--- src/rtl/imem_loader.sv ---
// Boot loader: assembles a little-endian byte stream into imem words and holds the core in reset until done.
// Optional trailing XOR checksum byte is enabled with `define LOADER_CHECKSUM_EN.
module imem_loader #(
  parameter int unsigned DEPTH = 64,
  parameter int unsigned CNT_W = 16
) (
  input  logic             clk,
  input  logic             reset,
  input  logic             byte_valid,
  input  logic [7:0]       byte_data,
  output logic             byte_ready,
  input  logic             reload,
  output logic             imem_we,
  output logic [31:0]      imem_addr,
  output logic [31:0]      imem_wdata,
  output logic             core_reset,
  output logic             load_done,
  output logic             load_error,
  output logic [CNT_W-1:0] words_loaded
);

  localparam logic [CNT_W-1:0] DEPTH_C = CNT_W'(DEPTH);

  typedef enum logic [2:0] {
    S_LEN0  = 3'd0,
    S_LEN1  = 3'd1,
    S_DATA  = 3'd2,
    S_WRITE = 3'd3,
    S_DONE  = 3'd4,
`ifdef LOADER_CHECKSUM_EN
    S_ERR   = 3'd5,
    S_CHECK = 3'd6
`else
    S_ERR   = 3'd5
`endif
  } state_t;

  state_t           state, state_n;
  logic [CNT_W-1:0] len, len_n;
  logic [1:0]       bidx, bidx_n;
  logic [31:0]      wbuf, wbuf_n;
  logic             we_n, core_reset_n, done_n, err_n;
  logic [31:0]      addr_n, wdata_n;
  logic [CNT_W-1:0] wl_n, len_rx;
  logic             accept, finish_frame;
`ifdef LOADER_CHECKSUM_EN
  logic [7:0]       csum, csum_n;
`endif

  // Ready is a pure state decode, forced low while reset is held.
  always_comb begin
    byte_ready = 1'b0;
    case (state)
      S_LEN0, S_LEN1, S_DATA: byte_ready = reset;
`ifdef LOADER_CHECKSUM_EN
      S_CHECK:                byte_ready = reset;
`endif
      default:                byte_ready = 1'b0;
    endcase
  end

  assign accept = byte_valid && byte_ready;
  assign len_rx = CNT_W'({byte_data, len[7:0]});

  // Next-state and next-output computation; every register below takes its *_n value.
  always_comb begin
    state_n      = state;
    len_n        = len;
    bidx_n       = bidx;
    wbuf_n       = wbuf;
    we_n         = 1'b0;
    addr_n       = imem_addr;
    wdata_n      = imem_wdata;
    core_reset_n = core_reset;
    done_n       = load_done;
    err_n        = load_error;
    wl_n         = words_loaded;
    finish_frame = 1'b0;
`ifdef LOADER_CHECKSUM_EN
    csum_n       = csum;
`endif

    case (state)
      S_LEN0: begin
        if (accept) begin
          len_n   = CNT_W'(byte_data);
          state_n = S_LEN1;
        end
      end
      S_LEN1: begin
        if (accept) begin
          len_n = len_rx;
          if (len_rx > DEPTH_C) begin
            state_n = S_ERR;
            err_n   = 1'b1;
          end else if (len_rx == '0) begin
            finish_frame = 1'b1;
          end else begin
            state_n = S_DATA;
            bidx_n  = 2'd0;
            wl_n    = '0;
          end
        end
      end
      S_DATA: begin
        if (accept) begin
          wbuf_n[{bidx, 3'b000} +: 8] = byte_data;
          bidx_n = bidx + 2'd1;
`ifdef LOADER_CHECKSUM_EN
          csum_n = csum ^ byte_data;
`endif
          if (bidx == 2'd3) begin
            state_n = S_WRITE;
            we_n    = 1'b1;
            addr_n  = 32'({words_loaded, 2'b00});
            wdata_n = {byte_data, wbuf[23:0]};
          end
        end
      end
      S_WRITE: begin
        wl_n = words_loaded + CNT_W'(1);
        if ((words_loaded + CNT_W'(1)) == len) begin
          finish_frame = 1'b1;
        end else begin
          state_n = S_DATA;
        end
      end
`ifdef LOADER_CHECKSUM_EN
      S_CHECK: begin
        if (accept) begin
          if (byte_data == csum) begin
            state_n      = S_DONE;
            done_n       = 1'b1;
            core_reset_n = 1'b0;
          end else begin
            state_n = S_ERR;
            err_n   = 1'b1;
          end
        end
      end
`endif
      S_DONE, S_ERR: begin
        if (reload) begin
          state_n      = S_LEN0;
          len_n        = '0;
          bidx_n       = 2'd0;
          wl_n         = '0;
          done_n       = 1'b0;
          err_n        = 1'b0;
          core_reset_n = 1'b1;
`ifdef LOADER_CHECKSUM_EN
          csum_n       = 8'd0;
`endif
        end
      end
      default: state_n = S_LEN0;
    endcase

    // End of data (or an empty frame): either await the checksum or release the core.
    if (finish_frame) begin
`ifdef LOADER_CHECKSUM_EN
      state_n = S_CHECK;
`else
      state_n      = S_DONE;
      done_n       = 1'b1;
      core_reset_n = 1'b0;
`endif
    end
  end

  // State and registered outputs.
  always_ff @(posedge clk or negedge reset) begin
    if (!reset) begin
      state        <= S_LEN0;
      len          <= '0;
      bidx         <= 2'd0;
      wbuf         <= '0;
      imem_we      <= 1'b0;
      imem_addr    <= '0;
      imem_wdata   <= '0;
      core_reset   <= 1'b1;
      load_done    <= 1'b0;
      load_error   <= 1'b0;
      words_loaded <= '0;
`ifdef LOADER_CHECKSUM_EN
      csum         <= 8'd0;
`endif
    end else begin
      state        <= state_n;
      len          <= len_n;
      bidx         <= bidx_n;
      wbuf         <= wbuf_n;
      imem_we      <= we_n;
      imem_addr    <= addr_n;
      imem_wdata   <= wdata_n;
      core_reset   <= core_reset_n;
      load_done    <= done_n;
      load_error   <= err_n;
      words_loaded <= wl_n;
`ifdef LOADER_CHECKSUM_EN
      csum         <= csum_n;
`endif
    end
  end

endmodule

--- config.mk ---
export PLATFORM = sky130hd
export DESIGN_NAME = imem_loader
export DESIGN_NICKNAME = d
export VERILOG_FILES = /design/src/rtl/imem_loader.sv
export SDC_FILE = /design/constraint.sdc
export NUM_CORES = 1
export LEC_CHECK = 0
export CAP_MARGIN = 20
export CORE_ASPECT_RATIO = 0.5
export CORE_MARGIN = 8
export CORE_UTILIZATION = 40
export CTS_CLUSTER_SIZE = 25
export DETAILED_ROUTE_END_ITERATION = 8
export GPL_TIMING_DRIVEN = 0
export PLACE_DENSITY = 0.74
export SKIP_CTS_REPAIR_TIMING = 1
export SYNTH_ARGS = -nofsm -noshare
export SYNTH_HDL_FRONTEND = slang
export SYNTH_SLANG_ARGS = --single-unit
--- constraint.sdc ---
create_clock -name clk -period 2.71 [get_ports clk]
set_input_delay 0.542 -clock clk [delete_from_list [all_inputs] [get_ports clk]]
set_output_delay 0.542 -clock clk [all_outputs]
set_load 0.01 [all_outputs]
# After elaboration in Yosys (flattened, before gate mapping)
# Index checks and enable logic that the tools add are counted.
# word_totals
register_bits	121
# classes
shifts	2
n_eq_ne	21
n_lt_le_gt_ge	1
n_addsub	3
muxes	43
n_reduce_logical	21
bitwise_logic	1
# op_table
cell	n
16-bit 2-to-1 mux	6
16-bit case mux with 3 select lines	2
32-bit bitwise mux	1
8-bit by 7-bit variable shift with 32-bit output (first input constant)	1
8-bit by 7-bit indexed part select with 32-bit output	1
3-bit 2-to-1 mux	9
3-bit != test (second input constant)	6
16-bit by 1-bit adder with 16-bit output (second input constant)	1
16-bit equality test	1
16-bit by 7-bit > comparator with 1-bit output (second input constant)	1
16-bit zero test	1
1-bit 2-to-1 mux	16
3-bit case mux with 5 select lines	1
2-bit != test (second input constant)	7
4-bit AND reduction	3
2-bit 2-to-1 mux	5
3-bit nonzero test	3
2-bit nonzero test	4
5-bit negation with 7-bit output	1
7-bit AND reduction	1
3-bit by 2-bit equality test with 1-bit output (second input constant)	2
3-bit equality test (second input constant)	2
2-bit case mux with 3 select lines	1
6-bit AND reduction	1
13 further kinds	15

# Depth between registers and ports, before layout
# depth
ltp_word	8
depth_mapped	8
depth_no_buf	7

# Worst setup path before layout
# No wires, ideal clock.
# synth_path
kind	register to register
start	register words_loaded[0]
end	register state[1]
t_arrival_ns	1.971
path_stages_with_launch	8
setup_slack_ns	0.605
setup_time_ns	0.133
path_cell_list	dfrtp_1 > ha_1 > nand3_2 > nor4_1 > xnor2_1 > a311oi_1 > nand4_1 > nor3b_2
# synth_between
elab_chain_cells	6
# synth_rtl
element	line	source
from (decl)	19	output logic [CNT_W-1:0] words_loaded
from (signal assigned)	199	words_loaded <= wl_n;
16-bit by 1-bit adder with 16-bit output (*)	122	if ((words_loaded + CNT_W'(1)) == len) begin
16-bit equality test (*)	122	
1-bit 2-to-1 mux	122	
1-bit case mux with 2 select lines	83	case (state)
4-bit != test (no source line) or 3-bit != test (tied branches)	n/a	
7-bit AND reduction (no source line)	n/a	
to (signal assigned)	189	state <= state_n;
to (decl)	38	state_t state, state_n;
# Mark *: on every way between the ends. The rest lies on a longest branch, timed or not.
# A chain may end at the register's enable or synchronous reset.

# Worst setup path after layout
# layout_path
start	input byte_data[2]
end	register words_loaded[7]
# layout_between
elab_chain_cells	3
# layout_rtl
element	line	source
from (decl)	10	input logic [7:0] byte_data,
16-bit by 7-bit > comparator with 1-bit output or 16-bit zero test (tied branches)	93, 96	
2-bit != test (no source line)	n/a	
5-bit AND reduction (no source line) (*)	n/a	
# Marks and branches as above.

==> flow_summary.toml <==
[outcome]
outcome = "finished, final reports clean"

[critical_path]
cp-end-kind = "flop"
start_kind = "primary input"
path_max_fanout = 10
worstPathRequired_ns = 2.98
worstPathArrival_ns = 2.89
crit_type = "primary input to flop"

[yosys]
ys_ff_latch = 113
postSynthCellCount = 540
synth_edf_count = 0
ys_types = 53
synthFlopType = "dfrtp_1"
synth_area_mm2 = 0.00540
async_flop_share_pct = 100
yosysWarnings = 0
seq_area_frac_synth_pct = 52.4
syn_avg_cell_area_um2 = 10.0

[sta]
tightestPinTransition_ns = 0.916
period_needed_ns = 2.62
skew_ns = 0.00934
fmax_ghz = 0.382
rsz0062_at_grt = "false"
final_hold_viol_count = 0
slew_viol_final = 0
finalCritPeriodShare_pct = 96.7
slew-limit-headroom_pct = 38.8
finalSetupViolCount = 0

[drt]
drtPass1Iterations = 7
dr.first_iter.drc_count = 300
route.vias.total = 4346
wl_per_cell_um = 16.1
vias_per_cell = 5.16
postRouteWirelength_mm = 13.6
drt.antenna.violating_nets = 0
drc_errors = 0

[final_layout]
n_fill_cell = 1168
diodes = 0
nets = 672
syn_to_final_growth_pct = 31.7
final_cells = 843
layout-drive-gt1-share_pct = 18.1

[clock_tree]
clock_path_buffers = 2
cts_buffers = 17
cts_tree = "yes"
clk_pin_slew_ns = 0.06
clock-sinks = 113
clock_latency_ns = 0.42
cts_root_buf = "clkbuf_16"
cts_max_level = 4

[floorplanning]
coreArea_mm2 = 0.0134
die_area_mm2 = 0.0177
num_rows = 30
start_util_pct = 40.4
die_x_um = 180
die_h_um = 98.2
ios = 97

[grt]
grt.busiest_layer = "met2"
grt_pass1_wl_mm = 21.9
grtUsageMet1_pct = 18.9
met2_usage_pct = 24.2
grt.met3_usage_pct = 5.45
grt_pass1_vias = 4285
grt_max_degree = 72
grt_remaining_overflow = 0
track_usage_pct = 15.3
antenna_found_initial = 0

[placed_design]
finalWeightedCongestion = 0.897
hpwl_mm = 9.48
io_buffers = 80
dp_cells = 812

[pwr]
power_density_mw_per_mm2 = 690
ir_drop_mv = 0.568
p_leak_nw = 3.19
finalPower_mw = 4.90

[run]
cap_violations = 0

[min_path]
hp-class = "primary input to asynchronous set/reset pin"
area by class of cell:
| class | count | area [um2] | share of cell area (%) |
|---|---|---|---|
| clock inverters | 15 | 148 | 2.08 |
| inverters | 17 | 63.8 | 0.897 |
| clock buffers | 17 | 425 | 5.98 |
| flip-flops and latches | 113 | 2830 | 39.8 |
| well taps | 176 | 220 | 3.10 |
| repair buffers | 81 | 846 | 11.9 |
| plain buffers | 40 | 235 | 3.31 |
| multi-input cells | 384 | 2340 | 33.0 |
through the flow:
step | util [%] | hold WS (ns) | setup slack (ns) | area, um2 | TNS [ns]
final | 53.2 | 0.0167 | 0.0892 | 7110 | 0
after global routing | 53.2 | 0.0375 | 0.00819 | 7110 | 0
after CTS | 52.9 | 0.296 | -0.545 | 7070 | -23.90
after detailed placement | 48.7 | 0.467 | -0.956 | 6500 | -62.44
after global placement | 48.5 | 0.461 | -4.56 | 6480 | -838.44
after floorplan | - | 0.246 | 0.605 | 5460 | 0
synthesized netlist by cell type, types with 6 or more instances:
cell type | number | share of area, %
o31ai_1 | 13 | 1.8
buf_4 | 17 | 2.4
buf_2 | 6 | 0.56
dfrtp_1 | 112 | 52
ha_1 | 6 | 1.4
o21ai_0 | 70 | 6.5
inv_1 | 16 | 1.1
a21oi_1 | 8 | 0.74
nor4_1 | 6 | 0.70
nand3_1 | 13 | 1.2
mux2_2 | 45 | 9.4
nand2_1 | 95 | 6.6
nor2_1 | 27 | 1.9
clkbuf_1 | 13 | 0.90
nor2b_1 | 6 | 0.70
xnor2_1 | 17 | 2.8
nor3_1 | 9 | 0.83
sequential cells by signal, summed over array words and instances, names as in the netlist, 2 cells and up:
register,cells
bidx,2
len,16
imem_wdata,32
wbuf,24
state,3
words_loaded,16
imem_addr,16
per-layer routing:
metal  up-vias  routed length (um)
li1       2074                   -
met1      2087                5950
met2       160                6290
met3        25                1050
met4         0                 282
met5         -                   0
where the power goes:
part | internal, mW | total [mW] | switching [mW]
Combinational | 0.328 | 0.849 | 0.521
Sequential | 1.80 | 1.92 | 0.118
Clock | 1.28 | 2.14 | 0.856
cell families (layout without fill, tap and decap cells):
| logic type | after synthesis | in the layout | synth area share (%) |
|---|---|---|---|
| AOI/OAI and AO/OA | 108 | 108 | 11.6 |
| xor gates and xnor gates | 19 | 19 | 3.08 |
| adders and majority gates | 6 | 6 | 1.39 |
| buffers and inverters | 58 | 170 | 5.49 |
| DFF | 113 | 113 | 52.4 |
| muxes | 45 | 45 | 9.39 |
| other | 1 | 16 | 0.0695 |
| and+or+nand+nor | 190 | 190 | 16.6 |
worst max-delay path, stage by stage:
cell and delay [ns]:
clkdlybuf4s50_1 0.68, nor4_1 0.36, nand2_1 0.14, o21ai_1 0.31, nand4_2 0.31, buf_6 0.25
o21ai_0 0.18, o31ai_1 0.11
layout by cell type (no fill, tap or decap), drive strengths merged, types with 5 or more instances in the layout:
cell	instances
a21oi	8
buf	29
clkbuf	30
clkdlybuf4s50	79
conb	16
dfrtp	112
ha	6
inv	24
mux2	45
nand2	96
nand3	14
nand4	5
nor2	27
nor2b	6
nor3	9
nor3b	5
nor4	6
o21ai	70
o31ai	13
xnor2	17
worst paths after layout:
path / from / to / slack (ns) / cells past startpoint
min reg2reg: wbuf[19] / wbuf[19] / 0.48 / 2
max in group asynchronous: reset / core_reset / 2.11 / 2
min: reset / words_loaded[10] / 0.02 / 1
max: byte_data[2] / words_loaded[7] / 0.09 / 8
max reg2reg: words_loaded[0] / state[1] / 0.20 / 7
min in group clk: wbuf[19] / wbuf[19] / 0.48 / 2
Note: power is estimated with default switching activity, not from simulation.
